--- src/rtl/inst_loader_pkg.sv ---
// Shared types and constants for the instruction loader and the instruction memory.
package inst_loader_pkg;

    localparam int unsigned BYTE_W        = 8;
    localparam int unsigned WORD_BYTES    = 4;
    localparam int unsigned WORD_W        = WORD_BYTES * BYTE_W;
    localparam int unsigned INST_ADDR_LSB = 2;

    typedef enum logic [2:0] {
        ST_IDLE  = 3'd0,
        ST_LEN   = 3'd1,
        ST_DATA  = 3'd2,
        ST_WRITE = 3'd3,
        ST_CHK   = 3'd4,
        ST_DONE  = 3'd5
    } state_e;

endpackage

--- src/rtl/inst_word_packer.sv ---
// Assembles big-endian 32-bit words from an accepted byte stream.
module inst_word_packer
    import inst_loader_pkg::*;
(
    input  logic              i_clk,
    input  logic              i_rst_n,
    input  logic              i_clear,
    input  logic              i_byte_en,
    input  logic [BYTE_W-1:0] i_byte,
    output logic [WORD_W-1:0] o_word_c,
    output logic              o_word_valid_c
);

    localparam int unsigned CNT_W = $clog2(WORD_BYTES);

    logic [CNT_W-1:0]         r_cnt;
    logic [WORD_W-BYTE_W-1:0] r_shift;

    // Earlier bytes shift toward the MSB so the first byte lands in [31:24].
    always_ff @(posedge i_clk or negedge i_rst_n) begin
        if (!i_rst_n) begin
            r_cnt   <= '0;
            r_shift <= '0;
        end else if (i_clear) begin
            r_cnt   <= '0;
            r_shift <= '0;
        end else if (i_byte_en) begin
            r_cnt   <= r_cnt + CNT_W'(1);
            r_shift <= {r_shift[WORD_W-2*BYTE_W-1:0], i_byte};
        end
    end

    assign o_word_c       = {r_shift, i_byte};
    assign o_word_valid_c = i_byte_en && (r_cnt == CNT_W'(WORD_BYTES - 1));

endmodule

--- src/rtl/inst_loader.sv ---
// Downloads a length-prefixed byte stream into instruction memory while holding the CPU.
// Optional trailing XOR checksum byte enabled by INST_LOADER_CKSUM_EN.
module inst_loader
    import inst_loader_pkg::*;
#(
    parameter int unsigned ADDR_W = 5
) (
    input  logic              Clk,
    input  logic              Clrn,
    input  logic              Start,
    input  logic [BYTE_W-1:0] RxData,
    input  logic              RxValid,
    output logic              RxReady,
    output logic              WrEn,
    output logic [31:0]       WrAddr,
    output logic [WORD_W-1:0] WrData,
    output logic              CpuHold,
    output logic              Done,
    output logic              Err,
    output logic [ADDR_W:0]   WordCnt
);

    localparam int unsigned CNT_W = ADDR_W + 1;
    localparam int unsigned DEPTH = 1 << ADDR_W;

    state_e              r_state;
    state_e              w_state_nxt;
    logic                r_rx_ready;
    logic                r_wr_en;
    logic [31:0]         r_wr_addr;
    logic [WORD_W-1:0]   r_wr_data;
    logic                r_cpu_hold;
    logic                r_done;
    logic                r_err;
    logic [CNT_W-1:0]    r_word_cnt;
    logic [CNT_W-1:0]    r_len;
    logic [ADDR_W-1:0]   r_word_idx;
`ifdef INST_LOADER_CKSUM_EN
    logic [BYTE_W-1:0]   r_cksum;
`endif

    logic                w_xfer;
    logic                w_start_acc;
    logic                w_len_bad;
    logic                w_last_word;
    logic [CNT_W-1:0]    w_cnt_inc;
    logic                w_word_valid;
    logic [WORD_W-1:0]   w_word;

    assign w_xfer      = RxValid && r_rx_ready;
    assign w_len_bad   = (RxData == '0) || (32'(RxData) > DEPTH);
    assign w_cnt_inc   = r_word_cnt + CNT_W'(1);
    assign w_last_word = (w_cnt_inc == r_len);

    inst_word_packer u_packer (
        .i_clk          (Clk),
        .i_rst_n        (Clrn),
        .i_clear        (w_start_acc),
        .i_byte_en      (w_xfer && (r_state == ST_DATA)),
        .i_byte         (RxData),
        .o_word_c       (w_word),
        .o_word_valid_c (w_word_valid)
    );

    always_ff @(posedge Clk or negedge Clrn) begin
        if (!Clrn) r_state <= ST_IDLE;
        else       r_state <= w_state_nxt;
    end

    always_comb begin
        w_state_nxt = r_state;
        w_start_acc = 1'b0;
        case (r_state)
            ST_IDLE, ST_DONE: begin
                if (Start) begin
                    w_start_acc = 1'b1;
                    w_state_nxt = ST_LEN;
                end
            end
            ST_LEN:   if (w_xfer) w_state_nxt = w_len_bad ? ST_IDLE : ST_DATA;
            ST_DATA:  if (w_word_valid) w_state_nxt = ST_WRITE;
            ST_WRITE: begin
`ifdef INST_LOADER_CKSUM_EN
                w_state_nxt = w_last_word ? ST_CHK : ST_DATA;
`else
                w_state_nxt = w_last_word ? ST_DONE : ST_DATA;
`endif
            end
`ifdef INST_LOADER_CKSUM_EN
            ST_CHK:   if (w_xfer) w_state_nxt = ST_DONE;
`endif
            default:  w_state_nxt = ST_IDLE;
        endcase
    end

    // Status outputs are registered from the next state so they line up with r_state.
    always_ff @(posedge Clk or negedge Clrn) begin
        if (!Clrn) begin
            r_rx_ready <= 1'b0;
            r_wr_en    <= 1'b0;
            r_cpu_hold <= 1'b0;
            r_done     <= 1'b0;
        end else begin
            r_rx_ready <= (w_state_nxt == ST_LEN) || (w_state_nxt == ST_DATA) ||
                          (w_state_nxt == ST_CHK);
            r_wr_en    <= (w_state_nxt == ST_WRITE);
            r_cpu_hold <= (w_state_nxt == ST_LEN) || (w_state_nxt == ST_DATA) ||
                          (w_state_nxt == ST_WRITE) || (w_state_nxt == ST_CHK);
            r_done     <= (w_state_nxt == ST_DONE);
        end
    end

    always_ff @(posedge Clk or negedge Clrn) begin
        if (!Clrn) begin
            r_err      <= 1'b0;
            r_word_cnt <= '0;
            r_word_idx <= '0;
            r_len      <= '0;
            r_wr_addr  <= '0;
            r_wr_data  <= '0;
`ifdef INST_LOADER_CKSUM_EN
            r_cksum    <= '0;
`endif
        end else begin
            if (w_start_acc) begin
                r_err      <= 1'b0;
                r_word_cnt <= '0;
                r_word_idx <= '0;
`ifdef INST_LOADER_CKSUM_EN
                r_cksum    <= '0;
`endif
            end
            if ((r_state == ST_LEN) && w_xfer) begin
                if (w_len_bad) r_err <= 1'b1;
                else           r_len <= CNT_W'(RxData);
            end
`ifdef INST_LOADER_CKSUM_EN
            if ((r_state == ST_DATA) && w_xfer) r_cksum <= r_cksum ^ RxData;
            if ((r_state == ST_CHK) && w_xfer && (RxData != r_cksum)) r_err <= 1'b1;
`endif
            if (w_word_valid) begin
                r_wr_data <= w_word;
                r_wr_addr <= 32'({r_word_idx, {INST_ADDR_LSB{1'b0}}});
            end
            if (r_state == ST_WRITE) begin
                r_word_idx <= r_word_idx + ADDR_W'(1);
                r_word_cnt <= w_cnt_inc;
            end
        end
    end

    assign RxReady = r_rx_ready;
    assign WrEn    = r_wr_en;
    assign WrAddr  = r_wr_addr;
    assign WrData  = r_wr_data;
    assign CpuHold = r_cpu_hold;
    assign Done    = r_done;
    assign Err     = r_err;
    assign WordCnt = r_word_cnt;

endmodule

--- config.mk ---
export PLATFORM = sky130hd
export DESIGN_NAME = inst_loader
export DESIGN_NICKNAME = d
export VERILOG_FILES = /design/src/rtl/inst_loader_pkg.sv /design/src/rtl/inst_word_packer.sv /design/src/rtl/inst_loader.sv
export SDC_FILE = /design/constraint.sdc
export NUM_CORES = 1
export LEC_CHECK = 0
export CAP_MARGIN = 40
export CORE_ASPECT_RATIO = 1.25
export CORE_MARGIN = 2
export CORE_UTILIZATION = 51
export CTS_CLUSTER_DIAMETER = 50
export DETAILED_ROUTE_END_ITERATION = 10
export PLACE_DENSITY_LB_ADDON = 0.08
export REMOVE_ABC_BUFFERS = 1
export SYNTH_ARGS = -nofsm -noshare
export SYNTH_HDL_FRONTEND = slang
export SYNTH_HIERARCHICAL = 1
export SYNTH_SLANG_ARGS = --single-unit
--- constraint.sdc ---
create_clock -name Clk -period 3.39 [get_ports Clk]
set_input_delay 0.8475 -clock Clk [delete_from_list [all_inputs] [get_ports Clk]]
set_output_delay 0.8475 -clock Clk [all_outputs]
set_load 0.01 [all_outputs]
==> impl_metrics.tcl, run 1 <==
set metrics [dict create \
    grt_max_degree 55 \
    end_kind "flop" \
    p_seq_frac 0.489 \
    synth_seq_cells 88 \
    rows 36 \
    regToRegSetupSlack_ns 1.50 \
    synth_area_leaders "dfrtp_1, mux2_2, buf_4" \
    clk_path_buf_depth 2 \
    vias_per_cell 5.16 \
    grt_pass1_vias 2363 \
    worst_pin_slew_ns 0.695 \
    wl_per_cell_um 14.8 \
    coreArea_mm2 0.00770 \
    cap_violations 0 \
    ys_warn_count 6 \
    num_vias 2482 \
    pwr-share-clk 0.303 \
    slew_headroom 0.537 \
    routed_wl_mm 7.10 \
    nets 396 \
    io_pins 87 \
    worst_ep_required_time_ns 3.64 \
    firstDrtPassIters 4 \
    setup_violations 0 \
    drt_first_iter_violations 119 \
    status "completed" \
    rsz0062_at_grt "false" \
    hold_slack_ns 0.504 \
    clk_latency_ns 0.36 \
    avgSynthCellArea_um2 12.2 \
    die_y_um 103 \
    start_kind "input pin" \
    cts_hold_buf 0 \
    htree_levels 3 \
    p_sw_frac 0.299 \
    fin_crit_ns 2.72 \
    drive_gt1_frac 0.187 \
    fmax_mhz 367 \
    synth_cells 327 \
    post-cts-setup-buffers 0 \
    fin_ws_ns 0.667 \
    drc 0 \
    synth_top_cell_by_area "dfrtp_1" \
    post_synth_num_cell_types 41 \
    start_util 0.519 \
    hpwl_mm 4.75 \
    synth_edf_count 0 \
    synth_flop_cell "dfrtp_1" \
    synth_most_common_cell "dfrtp_1" \
    critPathArrivalTime_ns 2.97 \
    antenna_found_initial 0 \
    finalCritPeriodShare 0.803 \
    synth_top_area_share 0.551 \
    worstSetupPathType "in2reg" \
    power_density_mw_per_mm2 560 \
    clk_pin_slew_ns 0.08 \
    die_w_um 83.2 \
    antenna_left 0 \
    cts_buffers 9 \
    synth_common_cells "dfrtp_1, mux2_2, buf_4, nor2_1, mux2i_1" \
    hold_viol 0 \
    drv_slew 0 \
    grt_overflow 0 \
    post-place-ws_ns 0.241 \
    hold_class "in2async" \
    p_leak_nw 2.18 \
    gp_congestion 0.790 \
    skew_ns 0.0118 \
    port_buffers 59 \
    ys_async_sr_fraction 1.00 \
    ctsRootBufferMaster "clkbuf_8" \
    synth_area_mm2 0.00400 \
    path_max_fanout 8 \
    clock-sinks 88 \
    power_mw 2.65 \
    syn2layout_area_growth_pct 18.5 \
    tritoncts "built" \
    irDropWorstVdd_uv 343 \
    p_int_mw 1.86 \
    antenna_cells 0 \
    grt.total_usage 0.176 \
    cts_resized 0 \
    synth-seq-area-share 0.551 \
    grt_pass1_wl_mm 11.7 \
    fp.dieArea_mm2 0.00856 \
    power_frac_comb 0.208 \
    switchingPower_uw 792 \
]
[power by group through the flow]
stage	clock, mW	combinational (mW)	sequential [mW]
2_1_floorplan	0	0.363	1.29
3_3_place_gp	0	0.546	1.32
3_5_place_dp	0	0.558	1.32
4_1_cts	0.822	0.560	1.30
5_1_grt	0.858	0.622	1.32
6_report	0.802	0.552	1.30
[cells by family after synthesis]
logic type | count (synthesis) | share of synthesized area
flops | 88 | 0.551
other cells | 1 | 0.000938
compound gates | 26 | 0.0429
fa+ha+maj | 3 | 0.00939
mux | 68 | 0.184
xor+xnor | 14 | 0.0307
buf+inv | 48 | 0.0886
simple gates | 79 | 0.0927
[cell usage in the layout, fill, tap and decap left out, drive strengths merged, types with 3 or more instances in the layout]
cell type      Yosys  layout
buf               44       7
xnor2              7       7
nand3              7       7
ha                 3       3
nand2             16      16
o22ai              3       3
clkdlybuf4s50      0      58
nor2              34      34
mux2              43      43
mux2i             25      25
clkbuf             4      11
nand2b             5       5
nor3               4       4
conb               1      27
xor2               7       7
o21ai             13      13
dfrtp             88      88
and2               3       3
[layer usage]
metal / share of wire / track usage
met1: 0.45 / 0.227
met2: 0.48 / 0.272
met3: 0.050 / 0.0440
met4: 0.020 / 0.106
met5: 0 / 0
[stage by stage]
step / area, µm² / setup TNS, ns / utilization / instances
after floorplan: 3740 / -92.35 / - / 305
after global placement: 4510 / 0 / 0.586 / 465
after detailed placement: 4510 / 0 / 0.586 / 465
after CTS: 4730 / 0 / 0.615 / 481
after global routing: 4730 / 0 / 0.615 / 481
final: 4730 / 0 / 0.615 / 481
[layout make-up]
cell class | instances | area (µm²)
clock buffers | 11 | 141
clock inverters | 5 | 80.1
fillers | 644 | 2970
multi-input cells | 217 | 1550
flip-flops and latches | 88 | 2200
well taps | 95 | 119
repair buffers | 65 | 646
[registers in the layout, indices dropped and copies added (netlist names)]
signal and flops:
u_packer/r_shift 24, WrEn 1, r_len 6, WrData 32, WordCnt 6, RxReady 1, u_packer/r_cnt 2, Done 1
WrAddr 5, CpuHold 1, r_word_idx 5, Err 1, r_state 3
[final timing paths]
check,endpoint,startpoint,cells after the start
max in group asynchronous,WrData[7],Clrn,2
min in group Clk,WrAddr[6],WrAddr[6],1
hold / removal,WrData[25],Clrn,1
setup / recovery,r_len[3],RxData[3],5
hold reg to reg,WrAddr[6],WrAddr[6],1
setup reg to reg,WrData[4],r_state[2],5
[critical path: stages]
cell             delay (ns)
clkdlybuf4s50_1        0.48
or4_1                  0.58
or3_4                  0.41
a21boi_4               0.28
mux2_2                 0.37
No activity file was read; power rests on OpenSTA's default activity.
==> run 2: changes to the inputs <==
- CORE_UTILIZATION: 51 -> 46
- clock period: 3.39 -> 2.3 ns (I/O delays scaled with it)
==> impl_metrics.tcl, run 2 (synthesis results as in run 1) <==
set metrics [dict create \
    wl_met2_mm 3.57 \
    post-place-ws_ns -0.536 \
    num_vias 2501 \
    top_layer_used "met4" \
    clk_pin_slew_ns 0.09 \
    grt_pass1_wl_mm 12.3 \
    p_leak_nw 2.26 \
    power_frac_comb 0.228 \
    hold_viol 0 \
    stdcell_count 498 \
    grt_overflow 0 \
    path_max_fanout 7 \
    worst_ep_required_time_ns 2.54 \
    mostFrequentLayoutCells "dfrtp_1, clkdlybuf4s50_1, mux2_2" \
    power_density_mw_per_mm2 784 \
    status "completed" \
    finalCritPeriodShare 0.991 \
    fp.dieArea_mm2 0.00945 \
    firstDrtPassIters 4 \
    path_cells "clkdlybuf4s50_1 > or4_4 > or3_4 > a21boi_4 > buf_12 > mux2_2" \
    start_kind "input pin" \
    drive_gt1_frac 0.216 \
    syn2layout_area_growth_pct 21.5 \
    clk_latency_ns 0.36 \
    antenna_found_initial 0 \
    worstSetupPathType "in2reg" \
    gp_congestion 0.798 \
    grt_max_degree 39 \
    layout_commonest_cell "dfrtp_1" \
    critPathSlowestCell "or4_4" \
    p_seq_frac 0.502 \
    end_kind "flop" \
    die_y_um 108 \
    rows 38 \
    final_area_mm2 0.00485 \
    routed_wl_mm 7.41 \
    skew_ns 0.0119 \
    wl_per_cell_um 14.9 \
    critPathArrivalTime_ns 2.52 \
    fin_ws_ns 0.0210 \
    p_sw_frac 0.317 \
    drt_first_iter_violations 106 \
    wl_met3_um 211 \
    port_buffers 59 \
    irDropWorstVdd_uv 361 \
    clk_path_buf_depth 2 \
    fmax_mhz 439 \
    nets 408 \
    tritoncts "built" \
    clock-sinks 88 \
    drv_slew 0 \
    drc 0 \
    critPathMaxStageDelay_ns 0.51 \
    largest_reg_flops 32 \
    grt.total_usage 0.169 \
    antenna_cells 0 \
    cap_violations 0 \
    regToRegSetupSlack_ns 0.44 \
    die_w_um 87.4 \
    start_util 0.467 \
    fin_crit_ns 2.28 \
    htree_levels 3 \
    coreArea_mm2 0.00856 \
    switchingPower_mw 1.21 \
    fin_util 0.567 \
    cts_buffers 9 \
    p_int_mw 2.60 \
    grt_pass1_vias 2505 \
    setup_violations 0 \
    hpwl_mm 5.12 \
    ctsRootBufferMaster "clkbuf_8" \
    pwr-share-clk 0.270 \
    vias_per_cell 5.02 \
    antenna_left 0 \
    power_mw 3.80 \
    io_pins 87 \
    dpl_cell_area_mm2 0.00461 \
    wl_met1_mm 3.49 \
    dp_cells 481 \
    hold_class "in2async" \
]
run 2: layout make-up:
| class | instances | area (µm²) |
|---|---|---|
| repair buffers | 77 | 766 |
| clock inverters | 5 | 38.8 |
| clock buffers | 11 | 151 |
| well taps | 100 | 125 |
| fillers | 732 | 3700 |
| multi-input cells | 217 | 1570 |
| flip-flops and latches | 88 | 2200 |
run 2: power groups by stage:
stage,Clock [mW],Combinational [mW],Sequential (mW)
final,1.03,0.868,1.91
after global routing,1.13,0.972,1.95
after detailed placement,0,0.846,1.94
after floorplan,0,0.535,1.91
after global placement,0,0.832,1.94
after CTS,1.06,0.851,1.91
run 2: per-stage QoR:
step,hold WS (ns),setup TNS (ns)
after CTS,0.174,-0.0938
final,0.169,0
after detailed placement,0.495,-4.23
after floorplan,0.279,-147.80
after global routing,0.199,-0.000774
after global placement,0.489,-4.08
run 2: timing repair:
item                                    in CTS  in global routing
hold buffers                                 0                  0
pin swaps                                    1                  3
setup buffers                                0                  1
gates resized for setup                      2                  8
endpoints found under the setup margin       7                  7
run 2: metal layers:
metal  GRT usage  vias to the layer above
met4      0.0769                        0
li1            -                     1197
met2       0.264                       59
met1       0.231                     1235
met3      0.0282                       10
met5           0                        -
run 2: critical path: cells and delay by family:
kind                   cells  cell delay [ns]
AOI/OAI and AO/OA          1             0.18
and+or+nand+nor            2             0.87
buffers and inverters      2             0.57
muxes                      1             0.32
run 2: final timing paths:
kind,start,end,cells past startpoint
setup / recovery,RxData[3],r_len[1],6
hold / removal,Clrn,r_word_idx[4],1
setup reg to reg,WordCnt[0],r_state[0],6
hold reg to reg,WrAddr[2],WrAddr[2],1
max in group asynchronous,Clrn,WrData[15],2
min in group Clk,WrAddr[2],WrAddr[2],1
==> run 3: changes to the inputs <==
- CORE_UTILIZATION: 46 -> 51
- SKIP_CTS_REPAIR_TIMING: unset -> 1
- clock period: 2.3 -> 2.34 ns (I/O delays scaled with it)
==> impl_metrics.tcl, run 3 (synthesis results as in run 1) <==
set metrics [dict create \
    rsz0062_at_grt "true" \
    drv_slew 0 \
    hold_class "in2async" \
    grt.total_usage 0.181 \
    p_seq_frac 0.484 \
    path_cells "clkdlybuf4s50_1 > or4_4 > or3_4 > a21boi_4 > buf_4 > mux2_2" \
    drive_gt1_frac 0.215 \
    grt_overflow 0 \
    clk_latency_ns 0.35 \
    coreArea_mm2 0.00770 \
    final_area_mm2 0.00488 \
    multi_input_area_mm2 0.00157 \
    largest_reg_flops 32 \
    n_fill_cell 647 \
    antenna_found_initial 0 \
    violations "negative setup slack" \
    routed_wl_mm 7.27 \
    power_mw 3.88 \
    switchingPower_mw 1.14 \
    cp_num_buf_inv 2 \
    start_kind "input pin" \
    setup_violations 5 \
    regToRegSetupSlack_ns 0.47 \
    htree_levels 3 \
    path_max_fanout 3 \
    fin_util 0.633 \
    drt_first_iter_violations 86 \
    worst_ep_required_time_ns 2.58 \
    mostFrequentLayoutCells "dfrtp_1, clkdlybuf4s50_1, mux2_2" \
    hold_viol 0 \
    firstDrtPassIters 4 \
    gp_congestion 0.802 \
    fmax_mhz 426 \
    wl_per_cell_um 14.7 \
    layout_commonest_cell "dfrtp_1" \
    clock-sinks 88 \
    grt_pass1_wl_mm 12.0 \
    critPathTopFamily "simple AND/OR/NAND/NOR gates" \
    syn2layout_area_growth_pct 22.1 \
    critPathMaxStageDelay_ns 0.54 \
    power_density_mw_per_mm2 795 \
    critPathArrivalTime_ns 2.59 \
    fp.dieArea_mm2 0.00856 \
    p_sw_frac 0.295 \
    grt_max_degree 43 \
    drc 0 \
    skew_ns 0.00646 \
    antenna_cells 0 \
    worstSetupPathType "in2reg" \
    setup_tns_ns -0.0291 \
    critPathSlowestCell "or4_4" \
    clk_path_buf_depth 2 \
    num_vias 2551 \
    cts_buffers 9 \
    die_w_um 83.2 \
    end_kind "flop" \
    ctsRootBufferMaster "clkbuf_8" \
    irDropWorstVdd_uv 532 \
    nets 410 \
    pwr-share-clk 0.297 \
    stdcell_count 495 \
    vias_per_cell 5.15 \
    status "complete, but fails checks" \
    hpwl_mm 5.06 \
    fin_crit_ns 2.35 \
    antenna_left 0 \
    slew_headroom 0.626 \
    fin_ws_ns -0.00847 \
    rows 36 \
    dpl_cell_area_mm2 0.00462 \
    tritoncts "built" \
    port_buffers 59 \
    grt_pass1_vias 2450 \
    die_y_um 103 \
    io_pins 87 \
    start_util 0.519 \
    p_leak_nw 2.28 \
    p_int_mw 2.73 \
    finalCritPeriodShare 1.00 \
    seq_area_mm2 0.00220 \
    cap_violations 0 \
    clk_pin_slew_ns 0.08 \
    worst_pin_slew_ns 0.561 \
    dp_cells 477 \
    power_frac_comb 0.219 \
]
==> run 3: changes by cell type in the layout (fill, tap and decap cells not counted), sizes merged <==
| cell | delta |
|---|---|
| clkbuf | +1 |
| bufinv | +2 |
| dlygate4sd2 | -1 |
| inv | -2 |
| buf | +2 |
| clkinvlp | -1 |
| clkdlybuf4s50 | +1 |
==> run 3: layout make-up <==
cell class	instances	area share
clock buffers	12	0.0298
well taps	95	0.0244
clock inverters	4	0.0159
repair buffers	79	0.158
flip-flops and latches	88	0.451
multi-input cells	217	0.321
==> run 3: worst reg2reg max path: cells and delay by family (launching register included) <==
| kind | cells | cell delay (ns) |
|---|---|---|
| adder cells (fa/ha/maj) | 1 | 0.27 |
| XOR/XNOR | 1 | 0.23 |
| AND/OR/NAND/NOR | 4 | 0.77 |
| flip-flops | 1 | 0.47 |
==> run 3: layer usage <==
metal / global-route usage / share of wire / vias up
met5: 0 / 0 / -
li1: - / - / 1192
met1: 0.236 / 0.44 / 1284
met4: 0.0832 / 0.017 / 0
met2: 0.282 / 0.49 / 64
met3: 0.0560 / 0.051 / 11
==> run 3: power groups by stage <==
stage          clock network (mW)  registers, mW  logic [mW]
6_report                     1.15           1.88       0.848
3_3_place_gp                    0           1.91       0.814
5_1_grt                      1.26           1.91       0.955
3_5_place_dp                    0           1.91       0.835
2_1_floorplan                   0           1.87       0.526
4_1_cts                      1.19           1.88       0.837
==> run 3: stage by stage <==
stage                     setup WS (ns)  hold slack (ns)
after floorplan                   -2.74            0.289
after global placement           -0.448            0.489
after detailed placement         -0.471            0.494
after CTS                       -0.0769            0.220
after global routing            -0.0166            0.231
final                          -0.00847            0.211
==> run 3: final timing paths <==
| check | depth (start not counted) | endpoint | from |
|---|---|---|---|
| hold reg to reg | 1 | WrData[8] | WrData[8] |
| setup / recovery | 6 | r_len[2] | RxData[3] |
| setup reg to reg | 6 | r_state[0] | WordCnt[0] |
| max in group asynchronous | 2 | WrData[19] | Clrn |
| hold / removal | 1 | WrData[25] | Clrn |
| min in group Clk | 1 | WrData[8] | WrData[8] |
